--- src/rtl/stream_serializer_pkg.sv ---
// Shared sizing helpers for the narrow-path blocks (serializer, buffer_2clk).
package stream_serializer_pkg;

  // Number of bits needed to hold the value n (0 for n == 0).
  function automatic int countbits(input int n);
    int c;
    c = 0;
    for (int i = 0; i < 31; i++) begin
      if ((n >> i) != 0) c = i + 1;
    end
    return c;
  endfunction

  function automatic int max(input int a, input int b);
    return (a > b) ? a : b;
  endfunction

endpackage

--- src/rtl/stream_serializer.sv ---
// Wide-to-narrow stream serializer: one WIDTH*RATIO word in, RATIO beats out,
// rlast_out on the final beat, zero-bubble between consecutive words.
//
// state | meaning
// IDLE  | no word held, ravail_out low
// SEND  | word held, presenting beat cnt_q
module stream_serializer
  import stream_serializer_pkg::*;
#(
  parameter int WIDTH     = 8,
  parameter int RATIO     = 4,
  parameter bit MSB_FIRST = 1'b1
) (
  input  logic                   clk,
  input  logic                   rst,
  input  logic [WIDTH*RATIO-1:0] wdata_in,
  input  logic                   wavail_in,
  output logic                   wready_in,
  output logic [WIDTH-1:0]       rdata_out,
  output logic                   rlast_out,
  output logic                   ravail_out,
  input  logic                   rready_out
);

  localparam int CW = max(countbits(RATIO - 1), 1);
  localparam int WW = WIDTH * RATIO;

  typedef enum logic {
    IDLE = 1'b0,
    SEND = 1'b1
  } state_t;

  state_t          state_q, state_d;
  logic [CW-1:0]   cnt_q, cnt_d;
  logic [WW-1:0]   hold_q, hold_d;
  logic            busy;
  logic            last;
  logic            accept;

  assign busy       = (state_q == SEND);
  assign last       = busy & (cnt_q == CW'(RATIO - 1));
  assign ravail_out = busy;
  assign rlast_out  = last;
  // rready_out feeds wready_in combinationally so a new word lands on the last-beat cycle.
  assign wready_in  = rst & (~busy | (last & rready_out));
  assign accept     = wavail_in & wready_in;

  always_comb begin
    rdata_out = '0;
    for (int k = 0; k < RATIO; k++) begin
      if (cnt_q == CW'(k)) begin
        if (MSB_FIRST) rdata_out = hold_q[(RATIO-k)*WIDTH-1 -: WIDTH];
        else           rdata_out = hold_q[k*WIDTH +: WIDTH];
      end
    end
  end

  always_comb begin
    state_d = state_q;
    cnt_d   = cnt_q;
    hold_d  = hold_q;
    case (state_q)
      IDLE: begin
        if (accept) begin
          hold_d  = wdata_in;
          cnt_d   = '0;
          state_d = SEND;
        end
      end
      SEND: begin
        if (rready_out) begin
          if (last) begin
            cnt_d = '0;
            if (accept) begin
              hold_d  = wdata_in;
              state_d = SEND;
            end else begin
              state_d = IDLE;
            end
          end else begin
            cnt_d = cnt_q + CW'(1);
          end
        end
      end
      default: begin
        state_d = IDLE;
        cnt_d   = '0;
      end
    endcase
  end

  always_ff @(posedge clk) begin
    if (!rst) begin
      state_q <= IDLE;
      cnt_q   <= '0;
      hold_q  <= '0;
    end else begin
      state_q <= state_d;
      cnt_q   <= cnt_d;
      hold_q  <= hold_d;
    end
  end

endmodule
--- config.mk ---
export PLATFORM = sky130hd
export DESIGN_NAME = stream_serializer
export DESIGN_NICKNAME = d
export VERILOG_FILES = /design/src/rtl/stream_serializer_pkg.sv /design/src/rtl/stream_serializer.sv
export SDC_FILE = /design/constraint.sdc
export NUM_CORES = 1
export LEC_CHECK = 0
export ABC_CLOCK_PERIOD_IN_PS = 1700
export CAP_MARGIN = 20
export CORE_MARGIN = 1.5
export CORE_UTILIZATION = 30
export DETAILED_ROUTE_END_ITERATION = 8
export DONT_BUFFER_PORTS = 1
export HOLD_SLACK_MARGIN = 0.03
export PLACE_DENSITY = 0.51
export SKIP_CTS_REPAIR_TIMING = 1
export SYNTH_ARGS = -nofsm -noshare
export SYNTH_HDL_FRONTEND = slang
export SYNTH_SLANG_ARGS = --single-unit
--- constraint.sdc ---
create_clock -name clk -period 1.7 [get_ports clk]
set_input_delay 0.17 -clock clk [delete_from_list [all_inputs] [get_ports clk]]
set_output_delay 0.17 -clock clk [all_outputs]
set_load 0.05 [all_outputs]
; Word level (Yosys, flattened, before mapping)
; Cells that the tools add are included.
[classes]
addsub = 1
n_eq_ne = 6
n_mux = 16
n_bitwise = 6
reduce_logical = 3
[ops]
columns = cell, count
row1 = $mux W32, 3
row2 = $pmux W32 S2, 1
row3 = $mux W8, 4
row4 = $mux W2, 3
row5 = $and A1 B1 Y1, 4
row6 = $eq A2 B2 Y1 const B, 2
row7 = $ne A2 B2 Y1 const B, 2
row8 = $pmux W2 S2, 1
row9 = $reduce_and A2 Y1, 2
row10 = $mux W1, 3
row11 = $add A2 B1 Y2 const B, 1
row12 = $eq A2 B1 Y1 const B, 1
row13 = $logic_not A2 Y1, 1
row14 = $ne A2 B1 Y1 const B, 1
row15 = $pmux W1 S2, 1
row16 = $not A1 Y1, 1
row17 = $or A1 B1 Y1, 1
[totals]
ff_bits = 35
in_bits = 36
out_inout_bits = 11
elab_cells = 35

; Longest topological paths before layout
[logic_depth]
ltp_word = 10
ltp_mapped = 7
mapped_depth_nobuf = 5

; Worst setup path after synthesis
; OpenSTA, ideal clock, no wires.
[synth_path]
kind = register -> output
from = register cnt_q[1]
to = output rdata_out[0]
t_arrival_ps = 2281
required_time_ps = 1530
slack_ps = -751
path_stages_with_launch = 8
n_path_buf = 2
path_cell_list = dfxtp_1 -> inv_1 -> ha_1 -> buf_2 -> nor2b_1 -> buf_2 -> a221oi_1 -> o31ai_1
[synth_via]
elab_chain_cells = 5
word_cells_on_any_way = 8
cone_classes = 3 x eq/ne / 4 x mux / 1 x reduce/logical
[synth_rtl]
columns = item, line_no
row1 = "start, declared", stream_serializer.sv:34  ; logic [CW-1:0] cnt_q, cnt_d;
row2 = "start signal, assigned", stream_serializer.sv:99  ; cnt_q <= cnt_d;
row3 = $logic_not A2 Y1, stream_serializer.sv:51  ; if (cnt_q == CW'(k)) begin
row4 = $mux W8 (3 in series), stream_serializer.sv:51
row5 = $mux W8 *, stream_serializer.sv:51
row6 = "end, declared", stream_serializer.sv:19  ; output logic [WIDTH-1:0] rdata_out,
; Mark *: on every way between the ends. The rest lies on a longest branch, timed or not.

; Worst setup path in the final report
[layout_path]
from = register cnt_q[0]
to = output rdata_out[0]
; The elaborated chain is that of the path after synthesis.

==> impl_metrics.py <==
metrics = {
    "yosys": {
        "ys_seq_area_share_pct": 40.6,
        "yosysTopAreaCell": "dfxtp_1",
        "synth_area_leaders": "dfxtp_1, mux2i_1, nand2_1",
        "syn_area_um2": 1730,
        "ys_async_sr_fraction_pct": 0,
        "synth_flop_cell": "dfxtp_1",
        "ys_ff_latch": 35,
        "syn_nets": 235,
        "synth_common_cells": "nand2_1, dfxtp_1, inv_1",
        "synth_edf_count": 0,
        "synth_cells": 195,
        "avgSynthCellArea_um2": 8.85,
        "yosysMostFrequentCell": "nand2_1",
        "synth_top_area_share_pct": 40.6,
        "ys_types": 21,
        "ys_warn_count": 0,
    },
    "global_route": {
        "grt_pass1_vias": 1317,
        "antenna_found_initial": 0,
        "grt_first_pass_wirelength_um": 6240,
        "grt_max_degree": 38,
        "grt_use_total_pct": 13.0,
        "grt-ovfl-total": 0,
    },
    "drt": {
        "routed_via_density": 4.40,
        "wire_per_inst_um": 13.3,
        "ant_nets": 0,
        "vias": 1346,
        "dr.pass1.iters": 4,
        "drt_iter0_markers": 35,
        "drc": 0,
        "routed_wirelength_um": 4060,
    },
    "power": {
        "total_leakage_power_nw": 1.10,
        "power_frac_comb_pct": 22.2,
        "p_sw_w": 0.000557,
        "power_density_nw_per_um2": 763,
        "internal_power_w": 0.00149,
        "p_clk_share_pct": 32.5,
        "sw_frac_of_total_pct": 27.3,
        "seq_power_share_pct": 45.3,
        "ir_drop_mv": 0.341,
    },
    "timing": {
        "fin_crit_ns": 1.89,
        "setup_viol": 8,
        "tightest_slew_ns": 0.354,
        "setup_slack_ns": -0.192,
        "rsz0062_at_grt": "yes",
        "fin_hold_ws_ns": 0.0218,
        "max_freq_mhz": 529,
        "slew_viol_final": 0,
        "slew_headroom_pct": 76.3,
        "finalCritPeriodShare_pct": 111,
        "skew_ns": 0.00740,
        "final-hold-violation-count": 0,
    },
    "layout": {
        "nNetsFinal": 273,
        "area_growth_pct": 55.2,
        "final_util_pct": 48.3,
        "diodes": 0,
        "final_area_um2": 2680,
        "drive_above_1_share_pct": 29.5,
        "final_cells": 306,
    },
    "die": {
        "core_um2": 5540,
        "design.die.area_um2": 6210,
        "die_w_um": 78.8,
        "initial_utilization_pct": 31.1,
        "row_count": 27,
        "die_h_um": 78.8,
        "io_pins": 47,
    },
    "job": {
        "drv_cap": 0,
    },
    "status": {
        "outcome": "complete, but fails checks",
        "violations": "negative setup slack",
    },
    "clock_network": {
        "clk-insertion-delay-late_ns": 0.28,
        "cts_made_buffers": 5,
        "cts.path.max_buffers": 2,
        "cts_max_level": 2,
        "clock-sinks": 35,
        "cts_tree": "yes",
        "path_clk_slew_ns": 0.07,
        "cts-root-buf": "clkbuf_8",
    },
    "critical_path": {
        "end_kind": "output port",
        "cp.arrival_ns": 1.72,
        "critical_path_class": "flop to output port",
        "worstPathRequired_ns": 1.53,
        "path_max_fanout": 7,
        "cp-start-kind": "flop",
        "r2r_cells": 5,
    },
    "place": {
        "gp_congestion": 0.703,
        "post-place-cells": 281,
        "numPortBuffers": 0,
        "dp_hpwl_um": 2680,
        "dpl_cell_area_um2": 2180,
    },
    "min_path": {
        "min_path_type": "primary input to flop",
        "hold_depth": 2,
    },
}
[through the flow]
stage          setup WS, ns  setup TNS, ns  power, W
2_1_floorplan      -0.00514        -0.0360   0.00118
3_3_place_gp         -0.255          -1.71   0.00130
3_5_place_dp         -0.275          -1.94   0.00130
4_1_cts              -0.610          -4.67   0.00198
5_1_grt              -0.259          -1.89   0.00214
6_report             -0.192          -1.33   0.00204
[cells in the final DEF (no fill, tap or decap), types with 2 or more instances in the layout]
cell	Yosys	final
a21boi_0	2	2
a221oi_2	0	3
a221oi_4	0	5
buf_12	0	11
buf_4	1	9
buf_6	0	7
clkbuf_8	0	7
dfxtp_1	35	33
dlygate4sd3_1	0	16
ha_4	0	4
inv_1	34	32
inv_4	0	2
mux2i_1	33	33
nand2_1	43	43
nor2b_1	9	3
nor2b_4	0	5
o31ai_4	0	8
[worst paths after layout]
path                                      to  slack, ns          from
worst max-delay path            rdata_out[0]      -0.19      cnt_q[0]
worst min-delay path              hold_q[26]       0.02  wdata_in[26]
worst max register to register    ravail_out       0.10      cnt_q[0]
worst min register to register     hold_q[6]       0.46     hold_q[6]
[routing by layer]
layer	track usage [%]	share of wire, %
met1	17.3	50
met2	20.0	47
met3	3.22	3.0
met4	5.26	0.62
met5	0	0
[kinds of logic after synthesis]
kind of cell             share of synthesized area, %
buffers and inverters                            12.4
AO/OA/AOI/OAI                                    9.94
flip-flops                                       40.6
adder cells (fa/ha/maj)                          2.90
AND/OR/NAND/NOR                                  15.0
multiplexers                                     19.1
[power groups by stage]
stage / Sequential (W) / Combinational [W] / Clock (W)
floorplan: 0.000926 / 0.000250 / 0
global placement: 0.000929 / 0.000369 / 0
detailed placement: 0.000929 / 0.000371 / 0
CTS: 0.000911 / 0.000372 / 0.000695
global route: 0.000931 / 0.000483 / 0.000723
finish: 0.000925 / 0.000454 / 0.000664
[worst max-delay path: stages, from the launching register on]
cell	delay (ns)
dfxtp_4	0.38
inv_4	0.04
buf_4	0.14
ha_4	0.17
buf_6	0.13
nor2b_4	0.13
o31ai_4	0.28
buf_12	0.17
[cell type report]
cell class / count / area, um^2
Inverter: 34 / 133
Sequential cell: 35 / 706
Multi-Input combinational cell: 114 / 1120
Clock buffer: 7 / 96.3
Clock inverter: 1 / 7.51
Fill cell: 548 / 2860
Timing Repair Buffer: 43 / 527
Tap cell: 72 / 90.1
[flip-flops by register name, indices dropped and copies added, names as in the netlist]
register	cells
hold_q	32
cnt_q	2
ravail_out	1
Note: power is estimated with default switching activity, not from simulation.
